File: src/rtl/pa_out_dma.sv
// pa_out_dma: DMA-fed parallel output port.
// Bytes written over the bus land in a 4-deep FIFO0, are popped one at a
// time into A0 and presented on po under a valid/ready handshake.
module pa_out_dma #(
    parameter int GAP_CYCLES = 0
) (
    input  logic       clock,
    input  logic       reset_n,
    input  logic       enable,
    input  logic       ready,
    input  logic       bus_wr,
    input  logic [7:0] bus_data,
    output logic [7:0] po,
    output logic       po_valid,
    output logic       dma,
    output logic       underrun
);

    typedef enum logic [1:0] {
        IDLE = 2'b00,
        LOAD = 2'b01,
        SHOW = 2'b10,
        GAP  = 2'b11
    } state_t;

    localparam bit         HAS_GAP    = (GAP_CYCLES > 0);
    localparam logic [3:0] GAP_RELOAD = (GAP_CYCLES > 0) ? 4'(GAP_CYCLES - 1) : 4'd0;

    state_t      state;
    logic [2:0]  cs_addr;
    logic [3:0]  gap_cnt;

    logic [7:0]  fifo_mem [4];
    logic [1:0]  wr_ptr;
    logic [1:0]  rd_ptr;
    logic [2:0]  level;

    logic        f0_blk_stat;
    logic        f0_bus_stat;
    logic        fifo_full;
    logic        push;
    logic        pop;
    logic        resume;
    logic [7:0]  f0_head;

    // The FSM state selects the datapath configuration; address 001 is the A0 <- F0 load.
    assign cs_addr     = {1'b0, state};

    assign fifo_full   = (level == 3'd4);
    assign f0_blk_stat = (level == 3'd0);
    assign f0_bus_stat = !fifo_full;
    assign dma         = f0_bus_stat;

    // Writes while FIFO0 is full are silently dropped.
    assign push    = bus_wr && !fifo_full;
    assign pop     = (cs_addr == 3'b001) && !f0_blk_stat;
    assign f0_head = fifo_mem[rd_ptr];
    assign resume  = enable && !f0_blk_stat;

    // FIFO0 storage: bus side writes, datapath side pops during LOAD.
    always_ff @(posedge clock or negedge reset_n) begin
        if (!reset_n) begin
            for (int i = 0; i < 4; i++) begin
                fifo_mem[i] <= 8'h00;
            end
            wr_ptr <= 2'd0;
            rd_ptr <= 2'd0;
            level  <= 3'd0;
        end else begin
            if (push) begin
                fifo_mem[wr_ptr] <= bus_data;
                wr_ptr           <= wr_ptr + 2'd1;
            end
            if (pop) begin
                rd_ptr <= rd_ptr + 2'd1;
            end
            level <= level + 3'(push) - 3'(pop);
        end
    end

    // Output FSM with A0, po_valid, gap counter and sticky underrun all registered together.
    always_ff @(posedge clock or negedge reset_n) begin
        if (!reset_n) begin
            state    <= IDLE;
            po       <= 8'h00;
            po_valid <= 1'b0;
            gap_cnt  <= 4'd0;
            underrun <= 1'b0;
        end else begin
            case (state)
                IDLE: begin
                    if (resume) begin
                        state <= LOAD;
                    end
                end
                LOAD: begin
                    po       <= f0_head;
                    po_valid <= 1'b1;
                    state    <= SHOW;
                end
                SHOW: begin
                    if (ready) begin
                        po_valid <= 1'b0;
                        if (HAS_GAP) begin
                            state   <= GAP;
                            gap_cnt <= GAP_RELOAD;
                        end else begin
                            state <= resume ? LOAD : IDLE;
                        end
                    end
                end
                GAP: begin
                    if (gap_cnt == 4'd0) begin
                        state <= resume ? LOAD : IDLE;
                    end else begin
                        gap_cnt <= gap_cnt - 4'd1;
                    end
                end
                default: begin
                    state <= IDLE;
                end
            endcase

            // Clearing on a low enable takes priority over setting on an empty accept.
            if (!enable) begin
                underrun <= 1'b0;
            end else if ((state == SHOW) && ready && f0_blk_stat) begin
                underrun <= 1'b1;
            end
        end
    end

endmodule

File: config.mk
export PLATFORM = sky130hd
export DESIGN_NAME = pa_out_dma
export DESIGN_NICKNAME = d
export VERILOG_FILES = /design/src/rtl/pa_out_dma.sv
export SDC_FILE = /design/constraint.sdc
export NUM_CORES = 1
export LEC_CHECK = 0
export ABC_AREA = 1
export CORE_MARGIN = 4
export CORE_UTILIZATION = 30
export CTS_CLUSTER_DIAMETER = 30
export DETAILED_ROUTE_END_ITERATION = 10
export PLACE_DENSITY = 0.58
export REMOVE_ABC_BUFFERS = 1
export SETUP_SLACK_MARGIN = 0.15
export SYNTH_ARGS = -nofsm -noshare
export SYNTH_HDL_FRONTEND = slang
export SYNTH_SLANG_ARGS = --single-unit
export TNS_END_PERCENT = 30
File: constraint.sdc
create_clock -name clock -period 2.5 [get_ports clock]
set_input_delay 0.5 -clock clock [delete_from_list [all_inputs] [get_ports clock]]
set_output_delay 0.5 -clock clock [all_outputs]
set_load 0.01 [all_outputs]
After elaboration in Yosys (flattened, before gate mapping)
Cells that the tools add are included.
- input bits: 13
- logic and storage cells: 61
- output and inout port bits: 11
- register bits after elaboration: 55
- bitwise gates (word level): 3
- reductions and logical operators: 15
- $add $sub $neg: 5
- multiplexer cells: 15
- equal/unequal tests: 8
- $lt $le $gt $ge: 3
- operators by type and width (cell ; number):
    32-bit bitwise mux ; 1
    8-bit 2-to-1 mux ; 3
    8-bit binary-select mux with 2-bit select ; 1
    8-bit demux with 2-bit select ; 1
    2-bit case mux with 4 select lines ; 1
    3-bit greater-or-equal comparator (second input constant) ; 2
    1-bit logical AND ; 6
    2-bit 2-to-1 mux ; 3
    2-bit != test (second input constant) ; 3
    2-bit NOT with 3-bit output ; 2
    2-bit by 1-bit adder with 2-bit output (second input constant) ; 2
    2-bit == test (second input constant) ; 2
    4-bit logical NOT ; 1
    1-bit 2-to-1 mux ; 4
    2-bit AND reduction ; 2
    4-bit by 1-bit subtractor with 4-bit output (second input constant) ; 1
    3-bit by 1-bit adder with 3-bit output ; 1
    3-bit == test (second input constant) ; 1
    3-bit logical NOT ; 1
    3-bit by 1-bit < comparator with 1-bit output (second input constant) ; 1
    3-bit AND reduction ; 1
    3-bit by 1-bit subtractor with 3-bit output ; 1
    2-bit by 1-bit == test with 1-bit output (second input constant) ; 1
    1-bit logical NOT ; 2
    other kinds (5) ; 5

Logic depth before layout (Yosys ltp)
- word-level depth: 6
- depth in mapped cells: 9
- gate-level depth less buffers: 9

Worst setup path after synthesis
OpenSTA, ideal clock, no wires.
- kind: reg2reg
- from: reg level[1]
- to: reg level[2]
- path buffers: 0
- clock period less this slack: 1.875 ns
- arrival: 1.746 ns
- library setup time: 0.129 ns
- stages on the path, launching flop included: 10
- setup slack: 0.625 ns
- required time: 2.371 ns
- cells stage by stage: dfrtp_1 > inv_2 > nand3_1 > nand2_1 > inv_1 > ha_1 > inv_1 > ha_1 > fa_1 > xor2_1
- elaborated cells between the ends (all ways): 8
- classes of those cells: add/sub (2); eq/ne (1); reduce/logical (5)
- RTL lines (element ; RTL line ; RTL):
    from (decl) ; 36 ; logic [2:0] level;
    from (signal assigned) ; 77 ; level <= level + 3'(push) - 3'(pop);
    3-bit logical NOT ; 50 ; assign f0_blk_stat = (level == 3'd0);
    1-bit logical NOT ; 56 ; assign pop = (cs_addr == 3'b001) && !f0_blk_stat;
    1-bit logical AND ; 56 ;
    named net pop ; 42 ; logic pop;
    3-bit by 1-bit subtractor with 3-bit output ; 77 ;
The timed path passes the listed nets, and every way through them passes these cells.
A chain may end at the register's enable or synchronous reset.

Final worst setup path
- from: reg level[0]
- to: reg level[2]
Same word-level chain as after synthesis.

==> results.tsv <==
metric	value	unit
HPWL Detailed	4.35	mm
Num CTS Buffers	5	
placer congestion estimate	0.777	
Critical path origin	level[0]	
post-layout minimum cycle time	2.09	ns
Vias	2237	
root buffer cell	clkbuf_8	
Yosys warnings	0	
Finish-stage setup viols	0	
Fmax	478	MHz
worst-case vdd ir drop	0.000581	V
Cell Area, Synth	2850	um2
share of cells above drive strength 1	7.43	%
Worst setup SP type	flip-flop	
vias in the first global route	2393	
worst slew pin tran	0.646	ns
largest net degree at the start of global routing	38	
Critical Path Sink	level[2]	
total track usage	12.6	%
gr ovfl total	0	
cell count after synthesis	354	
CP top delay family	adder cells	
DR WL/cell	12.7	um
sequence of cells on the critical path	inv_1 -> nand3_1 -> nand2_1 -> inv_1 -> ha_1 -> inv_1 -> ha_1 -> fa_1 -> xor2_1	
Total Power	3.78	mW
asr flop ratio synth	100	%
Synth area leader	dfrtp_1	
DR pass1 iterations	4	
CTS sink count	55	
Adder-Cell Fraction of Synth Area	3.77	%
CTS tree	done	
CTS Buffer Depth	2	
Synth Register Bits	55	
outcome	complete, no violations	
Port Buffers	23	
post-CTS resize count	0	
1st-iter DRT viols	86	
IO Pins	24	
number of synthesized flops with an enable pin	0	
Primary FF master, synth	dfrtp_1	
Min Hold Slack	0.202	ns
Slowest-stage cell, CP	dfrtp_1	
Rows	35	
# hold bufs at CTS	0	
vias per inst	4.42	
# diodes	0	
relative slew slack	56.9	%
cells on worst reg2reg path	9	
WS Path Type	flip-flop to flip-flop	
unrepaired setup endpoints after global routing	false	
max-slew violations	0	
Setup Total Neg Slack	0	ns
first-pass GRT wire length	11.4	mm
crit path buf inv count	3	
CP endpoint kind	flip-flop	
Final Skew	0.00842	ns
CP required	2.69	ns
PD cells	1150	nW/um2
number of max-cap violations	0	
fin cells	506	
Initial Utilization	30.9	%
Arrival @ worst endpoint	2.29	ns
Yosys top cell area share	48.2	%
multiplexer area fraction after synthesis	0	%
min-delay worst type	primary input to asynchronous set/reset pin	
Inst Count DP	498	
most frequent CP cell	inv_1	
cell depth of the worst setup path	9	
Total Routed Length	6.40	mm
Die ar.	11100	um2
crit-path max FO	4	
Compound-Gate Fraction of Synth Area	1.18	%
synth top area cells	dfrtp_1, nand2_1, nand4_1, inv_1, nand3_1	
LEAKAGE	1.73	nW
Avg Synthesized Cell Area	8.06	um2
Core ar.	9240	um2
synth-to-layout area growth	15.1	%
detailed-route DRC error count	0	
XOR/XNOR share of the synthesized area	1.54	%
Nets	397	
pre-CTS setup slack	0.242	ns
part of the cycle the worst path needs	83.8	%
initial antenna violation count	0	
origin of the critical flop-to-flop path	level[0]	
largest family of logic cells by synthesized area	simple AND/OR/NAND/NOR gates	
Cell variety after synth	23	
R2R setup slack	0.41	ns
worst-skew pair later-pin latency	0.31	ns
Antenna Nets Post-Route	0	
CP max stage delay	0.39	ns
FF-to-FF End	level[2]	
die width	106	um
number of H-tree levels	2	
Placed Area	3190	um2
sequential area share after synthesis	48.2	%
Worst Setup Slack, final	0.406	ns
clk slew on worst S/H paths	0.10	ns
Final Hold Fails	0	
post-synthesis simple-gate area fraction	34.2	%
Post-CTS Setup Bufs	0	
post-route design area	3280	um2
Final Util	35.5	%
Die H	106	um
==> how the worst min path moves through the flow <==
stage	from	to	slack (ns)	cells past startpoint
finish	reset_n	gap_cnt[3]	0.20	1
global route	reset_n	po[7]	0.23	1
CTS	reset_n	gap_cnt[3]	0.22	1
detailed placement	fifo_mem[7]	fifo_mem[7]	0.46	2
global placement	fifo_mem[13]	fifo_mem[13]	0.45	2
floorplan	reset_n	fifo_mem[0]	0.20	0
==> layout make-up <==
| cell class | count | area (um2) |
|---|---|---|
| well taps | 129 | 161 |
| clock inverters | 2 | 16.3 |
| inverters | 48 | 183 |
| clock buffers | 6 | 82.6 |
| repair buffers | 32 | 305 |
| fillers | 983 | 5960 |
| flip-flops and latches | 55 | 1380 |
| multi-input cells | 234 | 1160 |
==> sequential cells by signal (all words and copies together) (netlist names) <==
| name | flops |
|---|---|
| fifo_mem | 32 |
| po | 8 |
| gap_cnt | 4 |
| level | 3 |
| rd_ptr | 2 |
| state | 2 |
| wr_ptr | 2 |
| po_valid | 1 |
| underrun | 1 |
==> cell usage after synthesis (2+ instances only) <==
| library cell | n |
|---|---|
| inv_2 | 3 |
| nand3b_1 | 2 |
| nand4_1 | 33 |
| buf_4 | 3 |
| nand2_1 | 148 |
| xnor2_1 | 2 |
| ha_1 | 7 |
| nor2_1 | 6 |
| nand3_2 | 2 |
| dfrtp_1 | 55 |
| buf_2 | 8 |
| inv_1 | 44 |
| nand3_1 | 23 |
| xor2_1 | 3 |
| buf_6 | 5 |
| o21ai_1 | 3 |
==> power by group <==
| group | internal [mW] | total, mW | switching [mW] |
|---|---|---|---|
| sequential | 1.27 | 1.50 | 0.236 |
| clock | 0.227 | 0.524 | 0.297 |
| combinational | 0.678 | 1.75 | 1.07 |
==> cells by family (layout without fill, tap and decap cells) <==
group / Yosys count / after routing
flops: 55 / 55
simple gates: 217 / 217
compound gates: 4 / 4
buf+inv: 65 / 88
fa+ha+maj: 8 / 8
xor+xnor: 5 / 5
==> layer usage <==
metal | wire (um) | share of wire (%) | global-route usage [%]
met5 | 0 | 0 | 0
met4 | 71 | 1.1 | 3.61
met3 | 240 | 3.7 | 2.33
met2 | 2960 | 46 | 20.8
met1 | 3130 | 49 | 17.1
==> cell usage in the layout (no fill, tap or decap), types with 6 or more instances in the layout <==
| cell | Yosys | final |
|---|---|---|
| buf_4 | 3 | 8 |
| clkbuf_8 | 0 | 6 |
| clkdlybuf4s50_1 | 0 | 22 |
| dfrtp_1 | 55 | 55 |
| ha_1 | 7 | 7 |
| inv_1 | 44 | 44 |
| nand2_1 | 148 | 148 |
| nand3_1 | 23 | 23 |
| nand4_1 | 33 | 33 |
| nor2_1 | 6 | 6 |
(Power assumes the default switching activity.)
